## src/rtl/orderbook_pkg.sv

```systemverilog
// orderbook_pkg: command layout, type codes and frame length table shared by the orderbook blocks.
package orderbook_pkg;
    localparam int CMD_W      = 312;
    localparam int OFF_TYPE   = 296;
    localparam int OFF_SIDE   = 288;
    localparam int OFF_OID    = 224;
    localparam int OFF_QTY    = 192;
    localparam int OFF_SYM    = 128;
    localparam int OFF_PRICE  = 64;
    localparam int OFF_EXEC   = 32;
    localparam int OFF_CANCEL = 0;
    // Only the low type byte is kept after acceptance; the high byte just gates validity.
    localparam int REG_W      = OFF_TYPE + 8;
    localparam int BODY_W     = 232;
    localparam logic [4:0] MAX_BODY = 5'd29;

    typedef enum logic [7:0] {
        CMD_ADD     = 8'h01,
        CMD_EXEC    = 8'h02,
        CMD_REDUCE  = 8'h03,
        CMD_MODIFY  = 8'h04,
        CMD_DELETE  = 8'h05,
        CMD_GET_ALL = 8'h06,
        CMD_GET_TOP = 8'h07
    } cmd_type_e;

    typedef enum logic [1:0] {ST_IDLE, ST_LEN, ST_TYPE, ST_BODY} ser_state_e;

    // Frame length N (bytes after the length byte); 0 marks an unsupported command.
    function automatic logic [4:0] frame_len(input logic [15:0] t);
        case (t)
            {8'h00, CMD_ADD}:                        frame_len = 5'd30;
            {8'h00, CMD_EXEC}, {8'h00, CMD_REDUCE}:  frame_len = 5'd13;
            {8'h00, CMD_MODIFY}:                     frame_len = 5'd21;
            {8'h00, CMD_DELETE}:                     frame_len = 5'd9;
            {8'h00, CMD_GET_ALL}, {8'h00, CMD_GET_TOP}: frame_len = 5'd1;
            default:                                 frame_len = 5'd0;
        endcase
    endfunction
endpackage

```

## src/rtl/orderbook_field_mux.sv

```systemverilog
// orderbook_field_mux: picks body byte i_idx of a registered command, fields MSB first.
module orderbook_field_mux
    import orderbook_pkg::*;
(
    input  logic [REG_W-1:0] i_cmd,
    input  logic [4:0]       i_idx,
    output logic [7:0]       o_byte
);
    logic [7:0]        w_type;
    logic [63:0]       w_oid, w_sym, w_price;
    logic [31:0]       w_qty, w_exec, w_cancel;
    logic [BODY_W-1:0] w_body;

    assign w_type   = i_cmd[OFF_TYPE +: 8];
    assign w_oid    = i_cmd[OFF_OID +: 64];
    assign w_sym    = i_cmd[OFF_SYM +: 64];
    assign w_price  = i_cmd[OFF_PRICE +: 64];
    assign w_qty    = i_cmd[OFF_QTY +: 32];
    assign w_exec   = i_cmd[OFF_EXEC +: 32];
    assign w_cancel = i_cmd[OFF_CANCEL +: 32];

    // Each type's body is packed left-aligned so byte i sits at a fixed offset from the top.
    assign w_body = (w_type == CMD_ADD)    ? {i_cmd[OFF_SIDE +: 8], w_oid, w_qty, w_sym, w_price} :
                    (w_type == CMD_EXEC)   ? {w_oid, w_exec, 136'd0} :
                    (w_type == CMD_REDUCE) ? {w_oid, w_cancel, 136'd0} :
                    (w_type == CMD_MODIFY) ? {w_oid, w_qty, w_price, 72'd0} :
                    (w_type == CMD_DELETE) ? {w_oid, 168'd0} : '0;

    assign o_byte = (i_idx < MAX_BODY) ? w_body[{5'd28 - i_idx, 3'b000} +: 8] : 8'h00;
endmodule

```

## src/rtl/orderbook_cmd_serializer.sv

```systemverilog
// orderbook_cmd_serializer: turns accepted OrderBook commands into length-prefixed byte frames.
module orderbook_cmd_serializer
    import orderbook_pkg::*;
#(
    parameter int COUNT_WIDTH = 32
) (
    input  logic                   clk,
    input  logic                   reset,
    input  logic [CMD_W-1:0]       cmd_in,
    input  logic                   cmd_valid,
    output logic                   cmd_ready,
    output logic [7:0]             byte_out,
    output logic                   byte_valid,
    output logic                   byte_last,
    input  logic                   byte_ready,
    output logic                   bad_cmd,
    output logic [COUNT_WIDTH-1:0] frame_count
);
    ser_state_e             r_state;
    logic [REG_W-1:0]       r_cmd;
    logic [4:0]             r_len, r_idx;
    logic [7:0]             r_byte;
    logic                   r_valid, r_last, r_bad;
    logic [COUNT_WIDTH-1:0] r_count;
    logic [4:0]             w_in_len, w_mux_idx;
    logic [7:0]             w_mux_byte;

    assign w_in_len    = frame_len(cmd_in[OFF_TYPE +: 16]);
    // Index of the body byte loaded next: 0 when leaving TYPE, else the following one.
    assign w_mux_idx   = (r_state == ST_BODY) ? r_idx + 5'd1 : 5'd0;
    assign cmd_ready   = (r_state == ST_IDLE) & ~reset;
    assign byte_out    = r_byte;
    assign byte_valid  = r_valid;
    assign byte_last   = r_last;
    assign bad_cmd     = r_bad;
    assign frame_count = r_count;

    orderbook_field_mux u_mux (
        .i_cmd  (r_cmd),
        .i_idx  (w_mux_idx),
        .o_byte (w_mux_byte)
    );

    always_ff @(posedge clk or posedge reset) begin
        if (reset) begin
            r_state <= ST_IDLE;
            r_cmd   <= '0;
            r_len   <= '0;
            r_idx   <= '0;
            r_byte  <= '0;
            r_valid <= 1'b0;
            r_last  <= 1'b0;
            r_bad   <= 1'b0;
            r_count <= '0;
        end else begin
            r_bad <= 1'b0;
            case (r_state)
                ST_IDLE: if (cmd_valid) begin
                    if (w_in_len == 5'd0) begin
                        r_bad <= 1'b1;
                    end else begin
                        r_cmd   <= cmd_in[REG_W-1:0];
                        r_len   <= w_in_len;
                        r_byte  <= {3'b000, w_in_len};
                        r_valid <= 1'b1;
                        r_last  <= 1'b0;
                        r_state <= ST_LEN;
                    end
                end
                ST_LEN: if (byte_ready) begin
                    r_byte  <= r_cmd[OFF_TYPE +: 8];
                    r_last  <= (r_len == 5'd1);
                    r_state <= ST_TYPE;
                end
                default: if (byte_ready) begin
                    if (r_last) begin
                        r_state <= ST_IDLE;
                        r_valid <= 1'b0;
                        r_last  <= 1'b0;
                        r_byte  <= '0;
                        r_idx   <= '0;
                        r_count <= r_count + 1'b1;
                    end else begin
                        r_idx   <= w_mux_idx;
                        r_byte  <= w_mux_byte;
                        r_last  <= (w_mux_idx == r_len - 5'd2);
                        r_state <= ST_BODY;
                    end
                end
            endcase
        end
    end
endmodule

```

## config.mk

```make
export PLATFORM = sky130hd
export DESIGN_NAME = orderbook_cmd_serializer
export DESIGN_NICKNAME = d
export VERILOG_FILES = /design/src/rtl/orderbook_pkg.sv /design/src/rtl/orderbook_field_mux.sv /design/src/rtl/orderbook_cmd_serializer.sv
export SDC_FILE = /design/constraint.sdc
export NUM_CORES = 1
export LEC_CHECK = 0
export ABC_CLOCK_PERIOD_IN_PS = 28400
export CELL_PAD_IN_SITES_DETAIL_PLACEMENT = 1
export CELL_PAD_IN_SITES_GLOBAL_PLACEMENT = 1
export CORE_ASPECT_RATIO = 0.5
export CORE_MARGIN = 2
export CORE_UTILIZATION = 44
export CTS_BUF_LIST = sky130_fd_sc_hd__clkbuf_8
export CTS_CLUSTER_DIAMETER = 60
export DETAILED_ROUTE_END_ITERATION = 7
export HOLD_SLACK_MARGIN = 0.06
export PLACE_DENSITY_LB_ADDON = 0.1
export SLEW_MARGIN = 40
export SYNTH_ARGS = -nofsm -noshare
export SYNTH_HDL_FRONTEND = slang
export SYNTH_HIERARCHICAL = 1
export SYNTH_SLANG_ARGS = --single-unit
```

## constraint.sdc

```tcl
create_clock -name clk -period 28.4 [get_ports clk]
set_input_delay 5.68 -clock clk [delete_from_list [all_inputs] [get_ports clk]]
set_output_delay 5.68 -clock clk [all_outputs]
set_load 0.01 [all_outputs]
```

==> impl_metrics.json <==
{
  "antenna_found_initial": 0,
  "ys_types": 86,
  "cp.arrival_ps": 7000,
  "final_common_cell": "nand2_1",
  "post_cts_buffers": 0,
  "rsz0062_at_grt": "false",
  "final_cell_mix": "nand2_1, dfrtp_1, clkdlybuf4s50_1, clkbuf_8, nor2_1",
  "wl_um": 69200,
  "avgSynthCellArea_um2": 8.65,
  "routabilityCongestion": 0.933,
  "fin_tns_setup_ps": 0,
  "ctsResizeCount": 0,
  "syn_to_final_growth_pct": 27.1,
  "p_int_uw": 975,
  "antenna-diode-count": 0,
  "cap_violations": 0,
  "cts.reportedPaths.clkPinSlew_ps": 60,
  "path_max_fanout": 2,
  "cts_buffers": 53,
  "postCtsHoldBufs": 0,
  "fin_area_um2": 23700,
  "clockPowerShare_pct": 28.8,
  "drc": 0,
  "drt-vias-per-instance": 5.63,
  "synth-seq-cells": 359,
  "crit_required_ps": 22720,
  "p_seq_share_pct": 33.8,
  "finClkSkew_ps": 17.3,
  "p_switching_uw": 614,
  "fin_cells": 3081,
  "grt_max_degree": 202,
  "syn_nets": 2471,
  "initial_utilization_pct": 44.5,
  "layout_min_cycle_time_ps": 12680,
  "io-pin-count": 360,
  "rows": 53,
  "clk_latency_ps": 620,
  "vias": 17300,
  "clock_sinks": 359,
  "period_share_pct": 44.6,
  "fp.dieW_um": 295,
  "worst_ir_drop_vdd_mv": 0.0929,
  "syn_area_um2": 18600,
  "place_ws_ps": 15760,
  "grt_usage_pct": 31.2,
  "cts_tree": "yes",
  "finalPower_uw": 1590,
  "dr.first_iter.drc_count": 1525,
  "total_leakage_power_uw": 0.0113,
  "dp.final_hpwl_um": 50000,
  "synth-edff-count": 0,
  "tightest_slew_ps": 928,
  "fin_ws_ps": 15720,
  "dr.pass1.iters": 5,
  "die_h_um": 149,
  "pwr-share-comb_pct": 37.4,
  "grt_first_pass_wirelength_um": 104000,
  "drive_above_1_share_pct": 7.07,
  "synthCells": 2151,
  "ys_async_sr_fraction_pct": 100,
  "layout.nets": 2783,
  "wl_per_cell_um": 22.5,
  "report.final.slew_viol_count": 0,
  "power_density_nw_per_um2": 67.2,
  "hold_violations": 0,
  "io_buffers": 359,
  "crit_path_end_kind": "output pin",
  "place_area_um2": 22400,
  "status": "completed",
  "antenna_left": 0,
  "max_slew_margin_pct": 37.9,
  "cts_buffer_depth": 3,
  "cp-start-kind": "input port",
  "max_freq_ghz": 0.0789,
  "core_area_um2": 41800,
  "hold_class": "register to register",
  "root_buffer": "clkbuf_8",
  "die_area_um2": 44100,
  "placedCellCount": 2983,
  "cts_htree_levels": 2,
  "ys_seq_area_share_pct": 48.3,
  "grt-ovfl-total": 0,
  "path_class": "input port to output pin",
  "final-setup-viol-count": 0,
  "grt_pass1_vias": 17700,
  "switching_share_pct": 38.6,
  "ys.flop_type": "dfrtp_1",
  "yosysWarnings": 6
}
-- flip-flops by register name, indices dropped and copies added (netlist names) --
register / flops
r_cmd: 304
frame_count: 32
byte_out: 8
r_idx: 5
r_len: 5
r_state: 2
bad_cmd: 1
byte_last: 1
byte_valid: 1
-- worst max-delay path, cell delays in order --
cell	delay [ps]
clkdlybuf4s50_1	530
nor3_1	210
clkdlybuf4s50_1	570
-- layer usage --
| layer | share of wire [%] | routed length [µm] | global-route usage (%) |
|---|---|---|---|
| met1 | 41 | 28500 | 41.5 |
| met2 | 48 | 33100 | 51.5 |
| met3 | 8.1 | 5640 | 6.94 |
| met4 | 2.9 | 1970 | 9.18 |
| met5 | 0 | 0 | 0 |
-- Yosys cell counts, types with 24 or more instances --
master,count,share of area [%]
mux4_2,25,3.0
buf_2,37,0.99
nand3_1,37,0.99
dfrtp_1,359,48
clkbuf_1,44,0.89
o21ai_0,42,1.1
xnor2_1,34,1.6
a22oi_1,24,0.97
nand2_1,1005,20
a221oi_1,24,1.1
buf_6,32,1.9
a21oi_1,64,1.7
nor2_1,71,1.4
mux2i_1,48,2.6
-- worst paths after layout --
| kind | start | cells after the start | to | slack (ps) |
|---|---|---|---|---|
| worst max register to register | r_state[1]$_DFFE_PP0P_ | 17 | byte_out[7]$_DFFE_PP0P_ | 22040 |
| max in group asynchronous | reset | 4 | r_cmd[96]$_DFFE_PP0P_ | 21380 |
| worst max-delay path | reset | 3 | cmd_ready | 15720 |
| min in group asynchronous | reset | 2 | r_state[1]$_DFFE_PP0P_ | 5560 |
| worst min-delay path | frame_count[31]$_DFFE_PP0P_ | 1 | frame_count[31]$_DFFE_PP0P_ | 460 |
| worst min register to register | frame_count[31]$_DFFE_PP0P_ | 1 | frame_count[31]$_DFFE_PP0P_ | 460 |
-- cell families (layout without fill, tap and decap cells) --
family | count (synthesis) | in the layout | synth area share [%]
buffers and inverters | 147 | 500 | 4.87
AOI/OAI and AO/OA | 293 | 293 | 11.1
adders and majority gates | 4 | 4 | 0.269
muxes | 81 | 81 | 6.17
xor gates and xnor gates | 49 | 49 | 2.31
DFF | 359 | 359 | 48.3
and+or+nand+nor | 1218 | 1218 | 27.1
-- power by group through the flow --
stage | registers [µW] | clock network [µW] | logic [µW]
6_report | 537 | 458 | 594
5_1_grt | 538 | 488 | 622
4_1_cts | 537 | 464 | 572
3_5_place_dp | 546 | 0 | 569
3_3_place_gp | 545 | 0 | 559
2_1_floorplan | 543 | 0 | 330
-- stage by stage --
stage	hold slack (ps)	utilization, %
after global routing	493	56.5
final	461	56.5
after detailed placement	455	53.6
after CTS	470	56.4
after global placement	443	53.4
after floorplan	430	-
-- final cells by class --
cell class / instances / area, µm²
well taps: 577 / 722
flip-flops and latches: 359 / 8980
clock inverters: 24 / 154
clock buffers: 72 / 991
inverters: 14 / 65.1
fillers: 4852 / 18200
repair buffers: 390 / 3960
multi-input cells: 1645 / 8770
Note: power is estimated with default switching activity, not from simulation.
==> edit (config.mk and constraints unchanged) <==
Encoding of `ser_state_e`: now one-hot (4 bits for 4 states).
--- a/src/rtl/orderbook_pkg.sv
+++ b/src/rtl/orderbook_pkg.sv
@@ -24,7 +24,7 @@
         CMD_GET_TOP = 8'h07
     } cmd_type_e;
 
-    typedef enum logic [1:0] {ST_IDLE, ST_LEN, ST_TYPE, ST_BODY} ser_state_e;
+    typedef enum logic [3:0] {ST_IDLE = 4'b0001, ST_LEN = 4'b0010, ST_TYPE = 4'b0100, ST_BODY = 4'b1000} ser_state_e;
 
     // Frame length N (bytes after the length byte); 0 marks an unsupported command.
     function automatic logic [4:0] frame_len(input logic [15:0] t);
Behaviour: no difference found for any inputs over 4 cycles, from zero or initial values and one cycle with reset high; so few cycles prove little.
==> edit against the unedited design <==
Worst setup slack gained 0.042 ns. First-iteration DRC count shrank 32%. Wire length shrank 7.2%. Clock skew grew 0.0042 ns. Critical endpoint unchanged. Design area is essentially flat. Register-to-register slack lost 0.75 ns. Sequential share of layout area grew 0.18 points. Critical path depth is the same. Sequential cell count grew 2. Area after synthesis grew 0.16%. Critical path type unchanged. Total power shrank 6.6%. Via count shrank 16%.
==> edit: results <==
{
  "synth_flop_cell": "dfrtp_1",
  "min_from": "r_cmd[180]$_DFFE_PP0P_",
  "layout.nets": 2191,
  "synth_common_cells": "dfrtp_1 (360), mux2_1 (221), nand2_1 (97)",
  "power.leakage_uw": 0.0107,
  "antenna_found_initial": 4,
  "h-tree-depth": 2,
  "layout-drive-gt1-share_pct": 13.3,
  "cp.arrival_ns": 6.95,
  "path_clk_slew_ns": 0.07,
  "largest_register_ff_count": 304,
  "io_buffers": 359,
  "viasPerCell": 5.86,
  "path_max_fanout": 2,
  "synth-warning-count": 6,
  "drtPass1Iterations": 5,
  "hold_class": "flip-flop to flip-flop",
  "yosysSeqAreaShare_pct": 48.5,
  "status": "completed",
  "r2r_setup_slack_ns": 21.29,
  "r2r-start": "r_state[1]$_DFFE_PP0P_",
  "slew_headroom_pct": 39.2,
  "synth_area_leaders": "dfrtp_1 (48%), mux2_1 (13%), mux2_2 (5.3%), mux4_2 (3.0%), mux2i_1 (2.6%)",
  "fillers": 4290,
  "clock-root-buffer": "clkbuf_8",
  "ys_async_sr_fraction_pct": 100,
  "cpPeakStageDelay_ns": 0.56,
  "clockBufferDepth": 3,
  "postCtsSetupRepairBufs": 0,
  "grt_pass1_wl_um": 96700,
  "hpwl_um": 46800,
  "largest-register": "r_cmd",
  "hold_path_end": "r_cmd[180]$_DFFE_PP0P_",
  "wirelength_um": 64200,
  "cts_resized": 0,
  "ys_types": 93,
  "numCtsBuffers": 53,
  "min_path_cells": 1,
  "die_w_um": 295,
  "rr_worst_depth": 16,
  "mappedNetlistNets": 1851,
  "drt_iter0_drc": 1039,
  "final_cells": 2492,
  "grt_max_degree": 162,
  "syn_inst": 1531,
  "finClkSkew_ns": 0.0215,
  "pre_cts_slack_ns": 15.76,
  "dp.cells": 2392,
  "grt_pass1_vias": 15800,
  "irDropWorstVdd_mv": 0.0443,
  "reg2reg_to": "byte_out[4]$_DFFE_PP0P_",
  "track_usage_pct": 29.0,
  "insertion_delay_ns": 0.62,
  "p_sw_uw": 545,
  "gp_congestion": 0.892
}
edit: cell types whose count changed in the layout (fill, tap and decap cells not counted), moves of 6 or more:
cell and delta:
mux2_2 +81, a22o_1 +6, nor2b_1 +6, nand2_1 -908, o21ai_0 -6, mux2_1 +221
a32o_1 -6
edit: cell type report:
| class | instances | area (um^2) | area share, % |
|---|---|---|---|
| multi-input cells | 1050 | 8840 | 37.4 |
| flip-flops and latches | 361 | 9030 | 38.2 |
| inverters | 16 | 72.6 | 0.307 |
| diodes | 4 | 10.0 | 0.0423 |
| clock inverters | 25 | 133 | 0.560 |
| clock buffers | 70 | 963 | 4.07 |
| repair buffers | 389 | 3890 | 16.5 |
| well taps | 577 | 722 | 3.05 |
edit: power by group through the flow:
stage	Combinational, uW	Sequential, uW	Clock [uW]
final	500	541	443
after global routing	528	543	475
after CTS	491	541	453
after detailed placement	488	551	0
after global placement	477	549	0
after floorplan	278	550	0
edit: worst max-delay path by stage:
| stage | slack (ns) | cells after the start | startpoint | end |
|---|---|---|---|---|
| floorplan | 12.70 | 1 | reset | bad_cmd$_DFF_PP0_ |
| global placement | 15.82 | 3 | reset | cmd_ready |
| detailed placement | 15.76 | 3 | reset | cmd_ready |
| CTS | 15.76 | 3 | reset | cmd_ready |
| global route | 15.73 | 3 | reset | cmd_ready |
| finish | 15.77 | 3 | reset | cmd_ready |
edit: stage by stage:
stage | instance area [um^2] | hold slack [ns] | total power, uW
6_report | 23700 | 0.490 | 1480
4_1_cts | 23600 | 0.491 | 1480
2_1_floorplan | 18600 | 0.450 | 828
5_1_grt | 23700 | 0.506 | 1550
3_5_place_dp | 22500 | 0.473 | 1040
3_3_place_gp | 22500 | 0.462 | 1030
edit: worst max-delay path, delay by kind of cell:
kind | cells | cell delay (ns)
AND/OR/NAND/NOR | 1 | 0.16
buffers and inverters | 2 | 1.11
edit: routing by layer:
layer	global-route usage [%]	wire length, um
met2	47.7	30800
met1	37.8	26600
met3	7.62	5010
met5	0	0
met4	8.88	1870
edit: cells by family (layout without fill, tap and decap cells):
family	after synthesis	after routing	synth area share [%]
multiplexers	384	384	24.5
adder cells (fa/ha/maj)	4	4	0.268
AO/OA/AOI/OAI	296	296	11.4
flip-flops	361	361	48.5
XOR/XNOR	48	48	2.34
other	0	4	0
AND/OR/NAND/NOR	318	318	8.74
buffers and inverters	120	500	4.36
